[config.mk]
export PLATFORM = sky130hd
export DESIGN_NAME = d2_hazard_ctrl
export DESIGN_NICKNAME = d
export VERILOG_FILES = /design/src/rtl/d2_hazard_ctrl.sv
export SDC_FILE = /design/constraint.sdc
export NUM_CORES = 1
export LEC_CHECK = 0
export BUFFER_PORTS_ARGS = -buffer_cell sky130_fd_sc_hd__buf_2
export CORE_ASPECT_RATIO = 1.4
export CORE_UTILIZATION = 55
export CTS_CLUSTER_DIAMETER = 100
export CTS_CLUSTER_SIZE = 20
export DETAILED_ROUTE_END_ITERATION = 12
export PLACE_DENSITY = 0.77
export RECOVER_POWER = 50
export SKIP_LAST_GASP = 1
export SLEW_MARGIN = 20
export SYNTH_ARGS = -nofsm -noshare
export SYNTH_HDL_FRONTEND = slang
export SYNTH_SLANG_ARGS = --single-unit
export TNS_END_PERCENT = 30
[constraint.sdc]
create_clock -name clock -period 3 [get_ports clock]
set_input_delay 0.15 -clock clock [delete_from_list [all_inputs] [get_ports clock]]
set_output_delay 0.15 -clock clock [all_outputs]
set_load 0.01 [all_outputs]
[src/rtl/d2_hazard_ctrl.sv]
// d2_hazard_ctrl
//   Issue/hazard control for the D1->D2 decode register. Tracks in-flight GPR
//   writers in EX/M1/M2 (scoreboard slots), resolves D2's sources against them
//   into forwarding selects or a stall, sequences restart flushes and counts
//   stall cycles with saturation.
module d2_hazard_ctrl #(
  parameter int DEPTH = 3,  // scoreboard slots after D2 (slot0=EX), 2..4
  parameter int CNT_W = 16  // stall-cycle counter width
) (
  input  logic             clock,
  input  logic             reset,
  input  logic             D2_Valid,
  input  logic [4:0]       D2_Rs,
  input  logic [4:0]       D2_Rt,
  input  logic             D2_UsesRs,
  input  logic             D2_UsesRt,
  input  logic             D2_WrEn,
  input  logic [4:0]       D2_Dest,
  input  logic [1:0]       D2_RdyAt,
  input  logic             EX_Stall,
  input  logic             Flush_Req,
  output logic             D2_Stall,
  output logic             D2_Flush,
  output logic             D2_Issue,
  output logic [1:0]       D2_FwdSelA,
  output logic [1:0]       D2_FwdSelB,
  output logic [CNT_W-1:0] Stall_Count
);

  typedef enum logic [1:0] {
    RUN   = 2'd0,
    HAZ   = 2'd1,
    FLUSH = 2'd2
  } state_t;

  state_t stateReg, stateNext;

  // Scoreboard slots: {valid, dest, rdyAt}; index 0 is the youngest (EX).
  logic [DEPTH-1:0]      slotValidReg, slotValidNext;
  logic [DEPTH-1:0][4:0] slotDestReg,  slotDestNext;
  logic [DEPTH-1:0][1:0] slotRdyReg,   slotRdyNext;

  logic [DEPTH-1:0] matchA;
  logic [DEPTH-1:0] matchB;
  logic [DEPTH-1:0] readyHere;
  logic             inFlush;
  logic             hazA;
  logic             hazB;
  logic             hazard;
  logic [1:0]       selA;
  logic [1:0]       selB;
  logic [CNT_W-1:0] stallCountReg;

  assign inFlush = (stateReg == FLUSH);

  // Per-slot comparators. r0 is hard-wired zero, so a write to it never matches.
  // readyHere[k]: a producer sitting in slot k already has its result available.
  genvar gi;
  generate
    for (gi = 0; gi < DEPTH; gi++) begin : gSlotCmp
      assign matchA[gi]    = slotValidReg[gi] && (slotDestReg[gi] == D2_Rs) && (D2_Rs != 5'd0);
      assign matchB[gi]    = slotValidReg[gi] && (slotDestReg[gi] == D2_Rt) && (D2_Rt != 5'd0);
      assign readyHere[gi] = ({1'b0, slotRdyReg[gi]} <= 3'(gi));
    end
  endgenerate

  // Returns {hazard, fwdSel}. The lowest-index (youngest) match overrides older
  // ones, so the loop walks from oldest to youngest and the last hit wins.
  // With DEPTH=4 the slot-3 select wraps to 0: by then the write has reached
  // the regfile, which is assumed write-through.
  function automatic logic [2:0] pickSource(
    input logic             uses,
    input logic [DEPTH-1:0] match,
    input logic [DEPTH-1:0] ready
  );
    logic [2:0] res;
    res = 3'b000;
    if (uses) begin
      for (int k = DEPTH - 1; k >= 0; k--) begin
        if (match[k]) begin
          res = ready[k] ? {1'b0, 2'(k + 1)} : 3'b100;
        end
      end
    end
    return res;
  endfunction

  // Resolve both D2 sources against the scoreboard
  always_comb begin
    {hazA, selA} = pickSource(D2_UsesRs, matchA, readyHere);
    {hazB, selB} = pickSource(D2_UsesRt, matchB, readyHere);
  end

  assign hazard     = D2_Valid && (hazA || hazB);
  // A flush cycle squashes D2, so holding it would be pointless.
  assign D2_Stall   = !inFlush && (EX_Stall || hazard);
  assign D2_Issue   = D2_Valid && !D2_Stall && !inFlush;
  assign D2_Flush   = inFlush;
  assign D2_FwdSelA = selA;
  assign D2_FwdSelB = selB;
  assign Stall_Count = stallCountReg;

  // Shift network: slot0 takes the issuing instruction (or a bubble), others
  // take their younger neighbour; the oldest slot simply retires.
  generate
    for (gi = 0; gi < DEPTH; gi++) begin : gSlotShift
      if (gi == 0) begin : gHead
        assign slotValidNext[gi] = D2_Issue && D2_WrEn;
        assign slotDestNext[gi]  = D2_Dest;
        assign slotRdyNext[gi]   = D2_RdyAt;
      end else begin : gTail
        assign slotValidNext[gi] = slotValidReg[gi-1];
        assign slotDestNext[gi]  = slotDestReg[gi-1];
        assign slotRdyNext[gi]   = slotRdyReg[gi-1];
      end
    end
  endgenerate

  // Slot valid bits: flush clears, downstream stall freezes, otherwise advance
  always_ff @(posedge clock) begin
    if (reset || Flush_Req || inFlush) begin
      slotValidReg <= '0;
    end else if (!EX_Stall) begin
      slotValidReg <= slotValidNext;
    end
  end

  // Slot payload follows the same advance/freeze rule; contents of invalid slots are don't-care
  always_ff @(posedge clock) begin
    if (reset) begin
      slotDestReg <= '0;
      slotRdyReg  <= '0;
    end else if (!EX_Stall) begin
      slotDestReg <= slotDestNext;
      slotRdyReg  <= slotRdyNext;
    end
  end

  // Control state register
  always_ff @(posedge clock) begin
    if (reset) begin
      stateReg <= RUN;
    end else begin
      stateReg <= stateNext;
    end
  end

  // Next-state: a flush request wins over everything; FLUSH lasts one cycle
  // unless another request arrives during it.
  always_comb begin
    stateNext = stateReg;
    case (stateReg)
      RUN: begin
        if (Flush_Req) begin
          stateNext = FLUSH;
        end else if (hazard && !EX_Stall) begin
          stateNext = HAZ;
        end
      end
      HAZ: begin
        if (Flush_Req) begin
          stateNext = FLUSH;
        end else if (!hazard) begin
          stateNext = RUN;
        end
      end
      FLUSH: begin
        stateNext = Flush_Req ? FLUSH : RUN;
      end
      default: begin
        stateNext = RUN;
      end
    endcase
  end

  // Saturating stall-cycle counter for the perf block
  always_ff @(posedge clock) begin
    if (reset) begin
      stallCountReg <= '0;
    end else if (D2_Stall && (stallCountReg != {CNT_W{1'b1}})) begin
      stallCountReg <= stallCountReg + CNT_W'(1);
    end
  end

endmodule
After elaboration in Yosys (flattened, before gate mapping)

Index checks and enable logic that the tools add are counted.

Output and inout port bits: 23
Bits of input ports: 25
Register bits: 42

$lt $le $gt $ge: 3
Mux-type cells: 17
Add/sub/neg operators: 1
Equality and inequality tests: 11
Reductions and logical operators: 30

Operators by type and width:

| operator              | count |
|---|---|
| $mux 3                | 11 |
| $eq 5x5->1            | 6 |
| $logic_and 1x1->1     | 19 |
| $add 16x1->16 const B | 1 |
| $ne 16x16->1 const B  | 1 |
| $mux 2                | 5 |
| $reduce_bool 5->1     | 2 |
| $ne 3x3->1 const B    | 2 |
| $pmux 2 s3            | 1 |
| $le 2x1->1 const B    | 2 |
| $logic_or 1x1->1      | 4 |
| $logic_not 1->1       | 3 |
| $eq 2x1->1 const B    | 1 |
| $eq 2x2->1 const B    | 1 |
| $le 2x2->1 const B    | 1 |
| $logic_not 2->1       | 1 |
| $reduce_and 2->1      | 1 |

Logic depth before layout (Yosys ltp)

Depth after elaboration: 15
Gate-level depth with buffers: 9
Depth with buffers taken out: 8

Least setup slack after synthesis

OpenSTA, ideal clock, no wires.

Kind: reg2reg
From: register slotDestReg[14] (netlist name)
To: register stallCountReg[4] (netlist: Stall_Count[4])
Buffers on the path: 1
Library setup time: 0.121 ns
Cell stages (with the launch flop): 10
Data arrival time: 2.405 ns
Slack: 0.474 ns
Cells stage by stage: dfxtp_1 xor2_1 nor4_2 o311ai_1 or4b_1 o311ai_2 a41oi_4 clkbuf_1 nor3_1 mux2_2

Cells in the longest elaborated chain, start to end: 12
Elaborated cells between the ends (all ways): 19
Those cells by class: 2 x eq/ne; 8 x mux; 9 x reduce/logical

Ends and longest elaborated chain:

| what                                              | RTL line | source |
|---|---|---|
| start, declared                                   | 40       | `logic [DEPTH-1:0][4:0] slotDestReg, slotDestNext;` |
| start signal, assigned                            | 134      | `slotDestReg <= slotDestNext;` |
| $eq 5x5->1 (on tied branches)                     | 61, 62   |  |
| $logic_and 1x1->1 (on tied branches) (2 in a row) | 61, 62   |  |
| $mux 3 (3 in a row)                               | 80       | `if (match[k]) begin` |
| $mux 3                                            | 78       | `if (uses) begin` |
| $logic_or 1x1->1 (*)                              | 94       | `assign hazard = D2_Valid && (hazA \|\| hazB);` |
| $logic_and 1x1->1 (*)                             | 94       |  |
| $logic_or 1x1->1 (*)                              | 96       | `assign D2_Stall = !inFlush && (EX_Stall \|\| hazard);` |
| $logic_and 1x1->1 (*)                             | 96       |  |
| $logic_and 1x1->1 (*)                             | 180      | `end else if (D2_Stall && (stallCountReg != {CNT_W{1'b1}})) begin` |
| end signal, assigned                              | 181      | `stallCountReg <= stallCountReg + CNT_W'(1);` |
| end, declared                                     | 52       | `logic [CNT_W-1:0] stallCountReg;` |

Every way passes the cells marked *; elsewhere a longest branch is shown, timed or not.
A chain may end at the register's enable or synchronous reset.

Worst setup path after layout

From: register slotDestReg[14] (netlist name)
To: register stallCountReg[10] (netlist: Stall_Count[10])

The elaborated chain is that of the path after synthesis.

==> impl_metrics.json <==
{
  "fill_cells": 399,
  "violations": "max-capacitance violations, max-slew violations",
  "core_region_area_sq_mm": 0.004344,
  "cts_sinks": 42,
  "setup_viol": 0,
  "p_per_area_mw_per_mm2": 408.3,
  "yosysTopAreaCell": "dfxtp_1",
  "power.leakage_uw": 0.001220,
  "rsz0062_at_grt": "false",
  "ir_worst_vdd_uv": 353.1,
  "antenna_found_initial": 0,
  "worstPathMaxFanout": 18,
  "syn_nets": 332,
  "drt-initial-drc-count": 129,
  "gp_congestion": 0.8535,
  "die_w_um": 59.55,
  "start_util": 0.5870,
  "tightest_slew_ps": 1789,
  "finalMaxSlewViolations": 28,
  "dr.pass1.iters": 4,
  "status": "finished with violations",
  "syn-cell-area_sq_mm": 0.002550,
  "finalHoldViolCount": 0,
  "synth_most_common_cell": "nor2_1",
  "cts_buffers": 5,
  "num_io_pins": 48,
  "max-cap-violations": 1,
  "ctsHtreeMaxLevel": 2,
  "cts_buffer_depth": 2,
  "ys_ff_latch": 42,
  "ys_types": 46,
  "grt_max_degree": 29,
  "ff_latch_area_sq_um": 840.8,
  "final_core_util": 0.6763,
  "fmax_mhz": 353.4,
  "timing.final.crit_share": 0.9431,
  "finalPower_uw": 1200,
  "hold_path.class": "primary input to register",
  "critPathSlowestCell": "or4_4",
  "ant_nets": 0,
  "worstSetupPathType": "register to register",
  "cpMostUsedCell": "o311ai_2",
  "grt_pass1_wl_mm": 9.232,
  "clkTransAtPathRegs_ps": 90,
  "period_minus_slack_ps": 2829,
  "avgRoutedWirePerCell_um": 13.87,
  "synth_top_area_share": 0.3297,
  "area_delta_synth_final_pct": 15.21,
  "grt_usage": 0.2487,
  "path_cells": "xor2_1 > nor4_2 > o311ai_2 > or4b_1 > o311ai_2 > a41oi_4 > or4_4 > a221oi_2",
  "io_buffers": 47,
  "cts-hold-fix-buffers": 0,
  "worst_hold_slack_ps": 77.28,
  "dieArea_sq_mm": 0.004916,
  "wl_mm": 5.672,
  "r2r_start": "slotDestReg[14]",
  "worstSetupStartpoint": "slotDestReg[14]",
  "yosysWarnings": 0,
  "fin_nets": 378,
  "drc": 0,
  "yosysSeqAreaShare": 0.3297,
  "cp.required_ps": 3210,
  "synth_cells": 302,
  "synth_edf_count": 0,
  "crit_path_max_incr_delay_ps": 590,
  "cts_tree": "built",
  "rows": 28,
  "post_cts_resized": 0,
  "vias": 2283,
  "yosys-top-cells-count": "nor2_1, dfxtp_1, nand2_1",
  "min_from": "D2_Dest[1]",
  "avgViaCountPerCell": 5.582,
  "multi_input_area_sq_mm": 0.001645,
  "post-cts-setup-buffer-count": 0,
  "n_antenna_cell": 0,
  "arrival_ps": 3040,
  "tns_ps": 0,
  "synth-main-ff-cell": "dfxtp_1",
  "cp-end-kind": "register",
  "grt_pass1_vias": 2120,
  "die_y_um": 82.57,
  "synthTopCellsByArea": "dfxtp_1, mux2i_1, nor2_1",
  "start_kind": "register",
  "cts_root_buf": "clkbuf_8",
  "dp_hpwl_mm": 4.330,
  "grt-ovfl-total": 0,
  "async_flop_share": 0,
  "slew_headroom": -0.1927,
  "final.setup_skew_ps": 14.31,
  "worstSkewPairLatency_ps": 300,
  "drive_gt1_frac": 0.1891,
  "syn_area_per_cell_sq_um": 8.444
}
-- path summary, 6_finish.rpt --
path | to | cells past startpoint | slack, ps
worst min register to register | slotRdyReg[4] | 2 | 490
worst min-delay path | slotDestNext[6] | 3 | 80
worst max-delay path | Stall_Count[10] | 8 | 170
worst max register to register | Stall_Count[10] | 8 | 170
-- placed cells by master (no fill, tap or decap), types with 2 or more instances in the layout --
cell type,count
a21oi_1,3
and3_1,4
and4b_1,2
buf_2,36
clkbuf_1,13
clkbuf_8,5
dfxtp_1,42
ha_1,5
inv_1,9
mux2_2,12
mux2i_1,24
nand2_1,28
nand3_1,9
nand4_1,7
nor2_1,50
nor2b_1,13
nor3_1,9
nor4_1,4
nor4_2,2
nor4b_1,2
o21a_1,2
o21ai_0,9
o311ai_2,2
o32ai_1,2
or2_2,3
or3_1,3
xnor2_1,16
xor2_1,12
-- state kept, by name, indices dropped and copies added, names as in the netlist --
| register | cells |
|---|---|
| slotDestReg | 5 |
| slotRdyReg | 2 |
| slotRdyNext | 4 |
| stateReg | 2 |
| slotValidReg | 3 |
| slotDestNext | 10 |
| Stall_Count | 16 |
-- layer usage --
layer,global-route usage,up-vias,wire [um]
met3,0.03738,10,188
met2,0.4742,55,2961
met5,0,-,0
li1,-,1147,-
met4,0.09070,0,118
met1,0.2715,1071,2404
-- through the flow --
step / area [sq um] / instances / setup WS, ps
6_report: 2938 / 409 / 170.7
4_1_cts: 2948 / 409 / 188.4
2_1_floorplan: 2550 / 302 / 474.0
5_1_grt: 2938 / 409 / 36.40
3_3_place_gp: 2838 / 401 / 250.6
3_5_place_dp: 2838 / 401 / 220.4
-- worst max-delay path, delay by kind of cell (launching register included) --
| family | cells | cell delay [ps] |
|---|---|---|
| AND/OR/NAND/NOR | 3 | 1470 |
| XOR/XNOR | 1 | 170 |
| AO/OA/AOI/OAI | 4 | 760 |
| flip-flops | 1 | 340 |
-- kinds of logic (layout without fill, tap and decap cells) --
kind of cell / count (synthesis) / after routing / share of synthesized area
AND/OR/NAND/NOR: 142 / 142 / 0.2797
flip-flops: 42 / 42 / 0.3297
multiplexers: 36 / 36 / 0.1472
AO/OA/AOI/OAI: 30 / 30 / 0.09471
XOR/XNOR: 28 / 28 / 0.09617
buffers and inverters: 19 / 66 / 0.02797
adder cells (fa/ha/maj): 5 / 5 / 0.02453
-- final cells by class --
| type | instances | share of cell area |
|---|---|---|
| Tap cell | 60 | 0.02555 |
| Multi-Input combinational cell | 241 | 0.5601 |
| Timing Repair Buffer | 49 | 0.07922 |
| Clock inverter | 2 | 0.01278 |
| Sequential cell | 42 | 0.2862 |
| Clock buffer | 6 | 0.02470 |
| Inverter | 9 | 0.01150 |
-- power by group --
group | internal [uW] | switching (uW)
Sequential | 572 | 20.4
Clock | 248 | 198
Combinational | 70.3 | 90.9
(Power assumes the default switching activity.)
